**config.mk**
```make
export PLATFORM = sky130hd
export DESIGN_NAME = fetch_queue_flat
export DESIGN_NICKNAME = d
export VERILOG_FILES = /design/src/rtl/fetch_queue_if.sv /design/src/rtl/fetch_queue.sv /design/src/flat_wrapper.sv
export SDC_FILE = /design/constraint.sdc
export NUM_CORES = 1
export LEC_CHECK = 0
export ABC_CLOCK_PERIOD_IN_PS = 17100
export CAP_MARGIN = 20
export CORE_AREA = 2 2 255 257
export DETAILED_ROUTE_END_ITERATION = 16
export DIE_AREA = 0 0 257 259
export PLACE_DENSITY = 0.63
export SKIP_LAST_GASP = 1
export SYNTH_ARGS = -nofsm -noshare
export SYNTH_HDL_FRONTEND = slang
export SYNTH_SLANG_ARGS = --single-unit
```
**constraint.sdc**
```tcl
create_clock -name clk -period 17.1 [get_ports clk]
set_input_delay 2.565 -clock clk [delete_from_list [all_inputs] [get_ports clk]]
set_output_delay 2.565 -clock clk [all_outputs]
set_load 0.01 [all_outputs]
```
**src/rtl/fetch_queue_if.sv**
```systemverilog
// rtl/fetch_queue_if.sv - instruction-memory, redirect and consumer signals of fetch_queue
interface fetch_queue_if #(
    parameter int ADDR_WIDTH  = 64,
    parameter int INSTR_WIDTH = 32
);
    logic                   imem_req;
    logic [ADDR_WIDTH-1:0]  imem_addr;
    logic                   imem_rvalid;
    logic [INSTR_WIDTH-1:0] imem_rdata;
    logic                   redirect;
    logic [ADDR_WIDTH-1:0]  redirect_pc;
    logic                   inst_valid;
    logic                   inst_ready;
    logic [INSTR_WIDTH-1:0] inst_data;
    logic [ADDR_WIDTH-1:0]  inst_pc;

    // fetch_queue side
    modport master (
        output imem_req, imem_addr,
        input  imem_rvalid, imem_rdata,
        input  redirect, redirect_pc,
        output inst_valid, inst_data, inst_pc,
        input  inst_ready
    );

    // memory / core side
    modport slave (
        input  imem_req, imem_addr,
        output imem_rvalid, imem_rdata,
        output redirect, redirect_pc,
        input  inst_valid, inst_data, inst_pc,
        output inst_ready
    );
endinterface

```
**src/rtl/fetch_queue.sv**
```systemverilog
// rtl/fetch_queue.sv - sequential instruction fetch with in-order response FIFO; FETCH_QUEUE_PERF_EN adds perf counters
module fetch_queue #(
    parameter int                    DEPTH       = 4,
    parameter int                    ADDR_WIDTH  = 64,
    parameter int                    INSTR_WIDTH = 32,
    parameter logic [ADDR_WIDTH-1:0] RESET_PC    = '0
) (
    input  logic           clk,
    input  logic           reset,
    fetch_queue_if.master  fq
`ifdef FETCH_QUEUE_PERF_EN
    ,
    output logic [31:0]    perf_fetched,
    output logic [31:0]    perf_dropped
`endif
);
    localparam int PW = $clog2(DEPTH);
    localparam int CW = $clog2(DEPTH + 1);

    logic [ADDR_WIDTH-1:0]  fetch_pc;
    logic [ADDR_WIDTH-1:0]  resp_pc;
    logic [CW-1:0]          count;
    logic [CW-1:0]          inflight;
    logic [CW-1:0]          drop_cnt;
    logic [PW-1:0]          rd_ptr;
    logic [PW-1:0]          wr_ptr;
    logic [INSTR_WIDTH-1:0] data_mem [DEPTH];
    logic [ADDR_WIDTH-1:0]  pc_mem   [DEPTH];

    logic [CW:0]   occupancy;
    logic          resp_ok;
    logic          resp_drop;
    logic          push;
    logic          pop;
    logic          issue;
    logic [CW-1:0] inflight_after_resp;

    // Every outstanding request owns a FIFO slot, so queued plus in-flight never exceeds DEPTH.
    assign occupancy = {1'b0, count} + {1'b0, inflight};
    assign issue     = !reset && !fq.redirect && (occupancy < (CW+1)'(DEPTH));

    // A response with nothing outstanding is a protocol error and is ignored outright.
    assign resp_ok   = fq.imem_rvalid && (inflight != '0);
    assign resp_drop = resp_ok && (drop_cnt != '0);
    assign push      = resp_ok && (drop_cnt == '0) && !fq.redirect;
    assign pop       = fq.inst_valid && fq.inst_ready;

    assign inflight_after_resp = inflight - CW'(resp_ok);

    assign fq.imem_req   = issue;
    assign fq.imem_addr  = fetch_pc;
    assign fq.inst_valid = (count != '0) && !fq.redirect;
    assign fq.inst_data  = data_mem[rd_ptr];
    assign fq.inst_pc    = pc_mem[rd_ptr];

    // Fetch/response PC tracking, outstanding-request accounting and FIFO storage.
    always_ff @(posedge clk or posedge reset) begin
        if (reset) begin
            fetch_pc <= RESET_PC;
            resp_pc  <= RESET_PC;
            count    <= '0;
            inflight <= '0;
            drop_cnt <= '0;
            rd_ptr   <= '0;
            wr_ptr   <= '0;
            for (int i = 0; i < DEPTH; i++) begin
                data_mem[i] <= '0;
                pc_mem[i]   <= '0;
            end
        end else if (fq.redirect) begin
            // Everything still outstanding belongs to the old path and must be discarded.
            count    <= '0;
            rd_ptr   <= '0;
            wr_ptr   <= '0;
            fetch_pc <= fq.redirect_pc;
            resp_pc  <= fq.redirect_pc;
            inflight <= inflight_after_resp;
            drop_cnt <= inflight_after_resp;
        end else begin
            if (issue) begin
                fetch_pc <= fetch_pc + ADDR_WIDTH'(4);
            end
            inflight <= inflight + CW'(issue) - CW'(resp_ok);
            if (resp_drop) begin
                drop_cnt <= drop_cnt - CW'(1);
            end
            if (push) begin
                data_mem[wr_ptr] <= fq.imem_rdata;
                pc_mem[wr_ptr]   <= resp_pc;
                wr_ptr           <= wr_ptr + PW'(1);
                resp_pc          <= resp_pc + ADDR_WIDTH'(4);
            end
            if (pop) begin
                rd_ptr <= rd_ptr + PW'(1);
            end
            count <= count + CW'(push) - CW'(pop);
        end
    end

`ifdef FETCH_QUEUE_PERF_EN
    logic dropped_resp;
    assign dropped_resp = resp_ok && ((drop_cnt != '0) || fq.redirect);

    // Pushed-instruction and discarded-work counters; both wrap freely.
    always_ff @(posedge clk or posedge reset) begin
        if (reset) begin
            perf_fetched <= '0;
            perf_dropped <= '0;
        end else begin
            if (push) begin
                perf_fetched <= perf_fetched + 32'd1;
            end
            perf_dropped <= perf_dropped + 32'(dropped_resp)
                          + (fq.redirect ? 32'(count) : 32'd0);
        end
    end
`endif
endmodule

```
**src/flat_wrapper.sv**
```systemverilog
// flat-port wrapper written by rule: the top's interface ports become plain ports
module fetch_queue_flat 
#(
    parameter int                    DEPTH       = 4,
    parameter int                    ADDR_WIDTH  = 64,
    parameter int                    INSTR_WIDTH = 32,
    parameter logic [ADDR_WIDTH-1:0] RESET_PC    = '0
)
  (clk, reset, fq_imem_req, fq_imem_addr, fq_imem_rvalid, fq_imem_rdata, fq_redirect, fq_redirect_pc, fq_inst_valid, fq_inst_data, fq_inst_pc, fq_inst_ready);
  fetch_queue_if #(.ADDR_WIDTH(ADDR_WIDTH), .INSTR_WIDTH(INSTR_WIDTH)) fq_i ();
  input  logic clk;
  input  logic reset;
  output wire logic [$bits(fq_i.imem_req)-1:0] fq_imem_req;
  output wire logic [$bits(fq_i.imem_addr)-1:0] fq_imem_addr;
  input wire logic [$bits(fq_i.imem_rvalid)-1:0] fq_imem_rvalid;
  input wire logic [$bits(fq_i.imem_rdata)-1:0] fq_imem_rdata;
  input wire logic [$bits(fq_i.redirect)-1:0] fq_redirect;
  input wire logic [$bits(fq_i.redirect_pc)-1:0] fq_redirect_pc;
  output wire logic [$bits(fq_i.inst_valid)-1:0] fq_inst_valid;
  output wire logic [$bits(fq_i.inst_data)-1:0] fq_inst_data;
  output wire logic [$bits(fq_i.inst_pc)-1:0] fq_inst_pc;
  input wire logic [$bits(fq_i.inst_ready)-1:0] fq_inst_ready;
  assign fq_imem_req = fq_i.imem_req;
  assign fq_imem_addr = fq_i.imem_addr;
  assign fq_i.imem_rvalid = fq_imem_rvalid;
  assign fq_i.imem_rdata = fq_imem_rdata;
  assign fq_i.redirect = fq_redirect;
  assign fq_i.redirect_pc = fq_redirect_pc;
  assign fq_inst_valid = fq_i.inst_valid;
  assign fq_inst_data = fq_i.inst_data;
  assign fq_inst_pc = fq_i.inst_pc;
  assign fq_i.inst_ready = fq_inst_ready;
  fetch_queue #(.DEPTH(DEPTH), .ADDR_WIDTH(ADDR_WIDTH), .INSTR_WIDTH(INSTR_WIDTH), .RESET_PC(RESET_PC)) u_core (.clk(clk), .reset(reset), .fq(fq_i));
endmodule
```
# [Yosys cells after proc, flatten, opt, wreduce, memory -nomap -nowiden]
# Cells that the tools add are included.
# Widths: inputs -> output; s select.
[totals] regBits=525 inputBits=101 out_inout_bits=162 elab_cells=77
[op_classes] n_addsub=11 order_cmp=4 mux=24 bitwise=3 n_reduce_logical=20
[ops] op="$mux 64" n=7
[ops] op="$bwmux 256" n=1
[ops] op="$add 64x3->64 const B" n=2
[ops] op="$bmux 64 s2" n=1
[ops] op="$bwmux 128" n=1
[ops] op="$demux 64 s2" n=1
[ops] op="$mux 32" n=3
[ops] op="$bmux 32 s2" n=1
[ops] op="$demux 32 s2" n=1
[ops] op="$mux 3" n=4
[ops] op="$logic_and 1x1->1" n=9
[ops] op="$reduce_bool 3->1" n=3
[ops] op="$sub 3x1->3" n=3
[ops] op="$mux 2" n=4
[ops] op="$reduce_bool 2->1" n=4
[ops] op="$add 3x1->3" n=2
[ops] op="$ge 3x3->1 const B" n=2
[ops] op="$not 2->3" n=2
[ops] op="$add 2x1->2 const B" n=2
[ops] op="$add 3x3->4" n=1
[ops] op="$lt 4x3->1 const B" n=1
[ops] op="$logic_not 3->1" n=1
[ops] op="$lt 3x1->1 const B" n=1
[ops] op="$sub 3x1->3 const B" n=1
[ops] op="other kinds (3)" n=4

# [Logic depth before layout (Yosys ltp)]
[logic_depth] depth_word=7 mapped_depth=13

# [Worst setup path after synthesis]
# OpenSTA, ideal clock, no wires.
[synth_path] path_type="input to output" start="input reset" end="output fq_imem_req" t_arrival_ns=3.931 t_required_ns=14.535 setup_slack_ns=10.604 path_stages=6 path_cell_list="or4_1 > buf_2 > nor2_2 > clkbuf_1 > nand2_1 > inv_1"
[synth_between] elab_chain_cells=3
[synth_lines] element="start, declared" line_no="flat_wrapper.sv:12" text="input logic reset;"
[synth_lines] element="$logic_not 1->1" line_no="fetch_queue.sv:40" text="assign issue = !reset && !fq.redirect && (occupancy < (CW+1)'(DEPTH));"
[synth_lines] element="$logic_and 1x1->1 (2 in series)" line_no="fetch_queue.sv:40"
[synth_lines] element="end, declared" line_no="flat_wrapper.sv:13" text="output wire logic [$bits(fq_i.imem_req)-1:0] fq_imem_req;"
# Every way passes these cells.

# [Final worst setup path]
# Same ends and word-level chain as after synthesis.

==> results.py <==
metrics = {
    "synthesis": {
        "syn_nets": 2041,
        "synth_xor_area_share_pct": 2.353,
        "synth.largest_area_cell": "dfrtp_1",
        "avgSynthCellArea_um2": 13.17,
        "synthTopCellsByArea": "dfrtp_1, mux2_2, mux4_2",
        "synthSimpleGateAreaFrac_pct": 10.27,
        "synthTopCellsByCount": "dfrtp_1, mux2_2, mux4_2, clkbuf_1, nor2_1",
        "synth_top_family_by_area": "multiplexers",
        "synth_compound_area_share_pct": 3.802,
        "synthArstFlopShare_pct": 100.0,
        "muxShareOfSynthArea_pct": 27.96,
        "synth_ff_type": "dfrtp_1",
        "synth_seq_cells": 525,
        "synthCells": 1922,
        "synth.distinct_cells": 57,
        "synth-adder-area-share_pct": 0.9493,
        "synth_warnings": 0,
        "synth_edf_count": 0,
        "netlist.area_leader.share_pct": 51.91,
        "syn_area_um2": 25310,
        "yosysSeqAreaShare_pct": 51.91,
        "yosysMostFrequentCell": "dfrtp_1",
    },
    "setup_path": {
        "crit_chain": "clkdlybuf4s50_1 > or4_1 > nor2_2 > nand2_1 > inv_1 > clkdlybuf4s50_1",
        "path_common_cell": "clkdlybuf4s50_1",
        "slowest_delay_ns": 0.78,
        "crit_fanout": 15,
        "crit_path_end": "fq_imem_req",
        "worstSetupStartpointType": "input port",
        "ff2ff_setup_slack_ns": 13.27,
        "slowest_stage": "or4_1",
        "startpoint": "reset",
        "path_class": "in -> out",
        "reg2reg_to": "u_core.inflight[2]",
        "cp.required_ns": 14.53,
        "reg2regPathDepth": 11,
        "critPathCaptureType": "output pin",
        "r2r_start": "u_core.inflight[2]",
        "critPathArrivalTime_ns": 5.44,
    },
    "clocking": {
        "cts.repair.resized": 0,
        "cts_tree": "yes",
        "cts_setup_buffers": 0,
        "htree_levels": 2,
        "cts_buffer_depth": 3,
        "numCtsBuffers": 59,
        "worstSkewPairLatency_ns": 0.65,
        "clk_pin_slew_ns": 0.06,
        "clock-root-buffer": "clkbuf_16",
        "cts_num_sinks": 525,
        "ctsHoldBuffers": 0,
    },
    "die": {
        "io-pin-count": 263,
        "start_util_pct": 39.61,
        "die_w_um": 257,
        "dieHeight_um": 259,
        "rows": 93,
        "die-area_um2": 66560,
        "core-area_um2": 63880,
    },
    "sta": {
        "report.final.hold_viol_count": 0,
        "final.period_utilization_pct": 46.80,
        "worstMarginPinSlew_ns": 1.164,
        "finClkSkew_ns": 0.03645,
        "maxSlewViolCount": 0,
        "rsz0062_at_grt": "no",
        "setup_viol": 0,
        "slew_headroom_pct": 22.38,
        "period_minus_slack_ns": 8.002,
        "clock.fmax_ghz": 0.1250,
        "tns_ns": 0,
    },
    "final_layout": {
        "drive_above_1_share_pct": 30.77,
        "antenna_cells": 0,
        "syn_to_final_growth_pct": 21.40,
        "final_nets": 2247,
        "filler_cell_count": 5550,
    },
    "routing": {
        "drc_errors": 0,
        "first_iter_violations": 1187,
        "wl_mm": 70.38,
        "vias_per_cell": 5.711,
        "drt_pass1_iterations": 5,
        "antenna_left": 0,
        "vias": 17281,
        "avgRoutedWirePerCell_um": 23.26,
    },
    "pwr": {
        "ir_worst_vdd_mv": 0.07696,
        "powerDensity_nw_per_um2": 142.3,
        "total_power_mw": 4.371,
        "leakagePower_nw": 12.93,
    },
    "worst_hold_path": {
        "hold_path_class": "reg -> reg",
    },
    "run": {
        "max_cap_violations": 0,
    },
    "global_route": {
        "antenna_found_initial": 0,
        "grt_overflow": 0,
        "grtUsageTotal_pct": 21.24,
        "grt_pass1_vias": 17913,
        "grt_max_degree": 175,
        "grt_pass1_wl_mm": 109.6,
    },
    "placed_design": {
        "hpwlAfterDp_mm": 47.80,
        "io_buffers": 262,
        "gp_congestion": 0.8774,
    },
    "run_status": {
        "status": "finished clean",
    },
}
## per-layer routing
layer | vias up | track usage [%] | part of all wire (%)
met2 | 496 | 34.34 | 47
met1 | 9088 | 28.72 | 43
li1 | 7605 | - | -
met5 | - | 0 | 0
met3 | 92 | 5.653 | 7.4
met4 | 0 | 4.748 | 1.9
## power breakdown
group          leakage (nW)  switching (mW)  internal (mW)
sequential             6.79           0.206           1.52
clock                  1.03           0.527          0.823
combinational          5.11           0.523          0.773
## worst min path at each step
| stage | endpoint | start | cells past startpoint |
|---|---|---|---|
| after CTS | u_core.pc_mem[76] | u_core.pc_mem[76] | 1 |
| after detailed placement | u_core.pc_mem[76] | u_core.pc_mem[76] | 1 |
| after floorplan | u_core.data_mem[51] | u_core.data_mem[51] | 1 |
| final | u_core.pc_mem[75] | u_core.pc_mem[75] | 1 |
| after global placement | u_core.data_mem[70] | u_core.data_mem[70] | 1 |
| after global routing | u_core.data_mem[31] | u_core.data_mem[31] | 1 |
## stage by stage
step	setup WS, ns	std cells	area, um2	hold slack [ns]	util, %
after floorplan	7.401	1922	25310	0.4752	-
after global placement	9.160	2918	28610	0.4830	44.78
after detailed placement	9.141	2919	28610	0.4904	44.79
after CTS	9.131	3023	30690	0.5035	48.03
after global routing	9.005	3026	30720	0.5107	48.09
final	9.098	3026	30720	0.5007	48.09
## state kept, by name, summed over array words and instances (netlist names)
signal / count
u_core.pc_mem: 256
u_core.data_mem: 128
u_core.fq.imem_addr: 64
u_core.resp_pc: 64
u_core.count: 3
u_core.drop_cnt: 3
u_core.inflight: 3
u_core.rd_ptr: 2
u_core.wr_ptr: 2
## critical path: cells and delay by family
| family | cells | cell delay, ns |
|---|---|---|
| buffers and inverters | 3 | 1.29 |
| AND/OR/NAND/NOR | 3 | 1.57 |
## cell type report
type / instances / area [um2] / share of cell area [%]
Timing Repair Buffer: 282 / 2808 / 9.139
Clock buffer: 81 / 1689 / 5.498
Multi-Input combinational cell: 1223 / 11480 / 37.38
Clock inverter: 23 / 381.6 / 1.242
Tap cell: 855 / 1070 / 3.482
Sequential cell: 525 / 13150 / 42.79
Inverter: 37 / 145.1 / 0.4724
## layout by cell type, fill, tap and decap left out, drive strengths merged, types with 3 or more instances in the layout
cell / count
dfrtp: 525
mux2: 432
clkdlybuf4s50: 261
mux4: 96
clkbuf: 81
nor2: 76
nand4: 68
nand2: 65
nand3: 52
a31oi: 39
inv: 38
nor3: 37
xor2: 36
nor4: 35
xnor2: 32
or4: 32
o21ai: 28
o31ai: 25
buf: 21
or3: 20
and4: 19
and3: 16
ha: 16
a211oi: 15
a21oi: 14
and2: 14
clkinv: 12
o31a: 9
bufinv: 9
nand2b: 7
nor2b: 7
mux2i: 5
nor3b: 4
a311oi: 4
or2: 3
nor4b: 3
## cell families after synthesis
| group | count (synthesis) |
|---|---|
| mux | 533 |
| simple gates | 459 |
| buf+inv | 174 |
| compound gates | 145 |
| xor+xnor | 68 |
| flops | 525 |
| fa+ha+maj | 18 |
No activity file was read; power rests on OpenSTA's default activity.
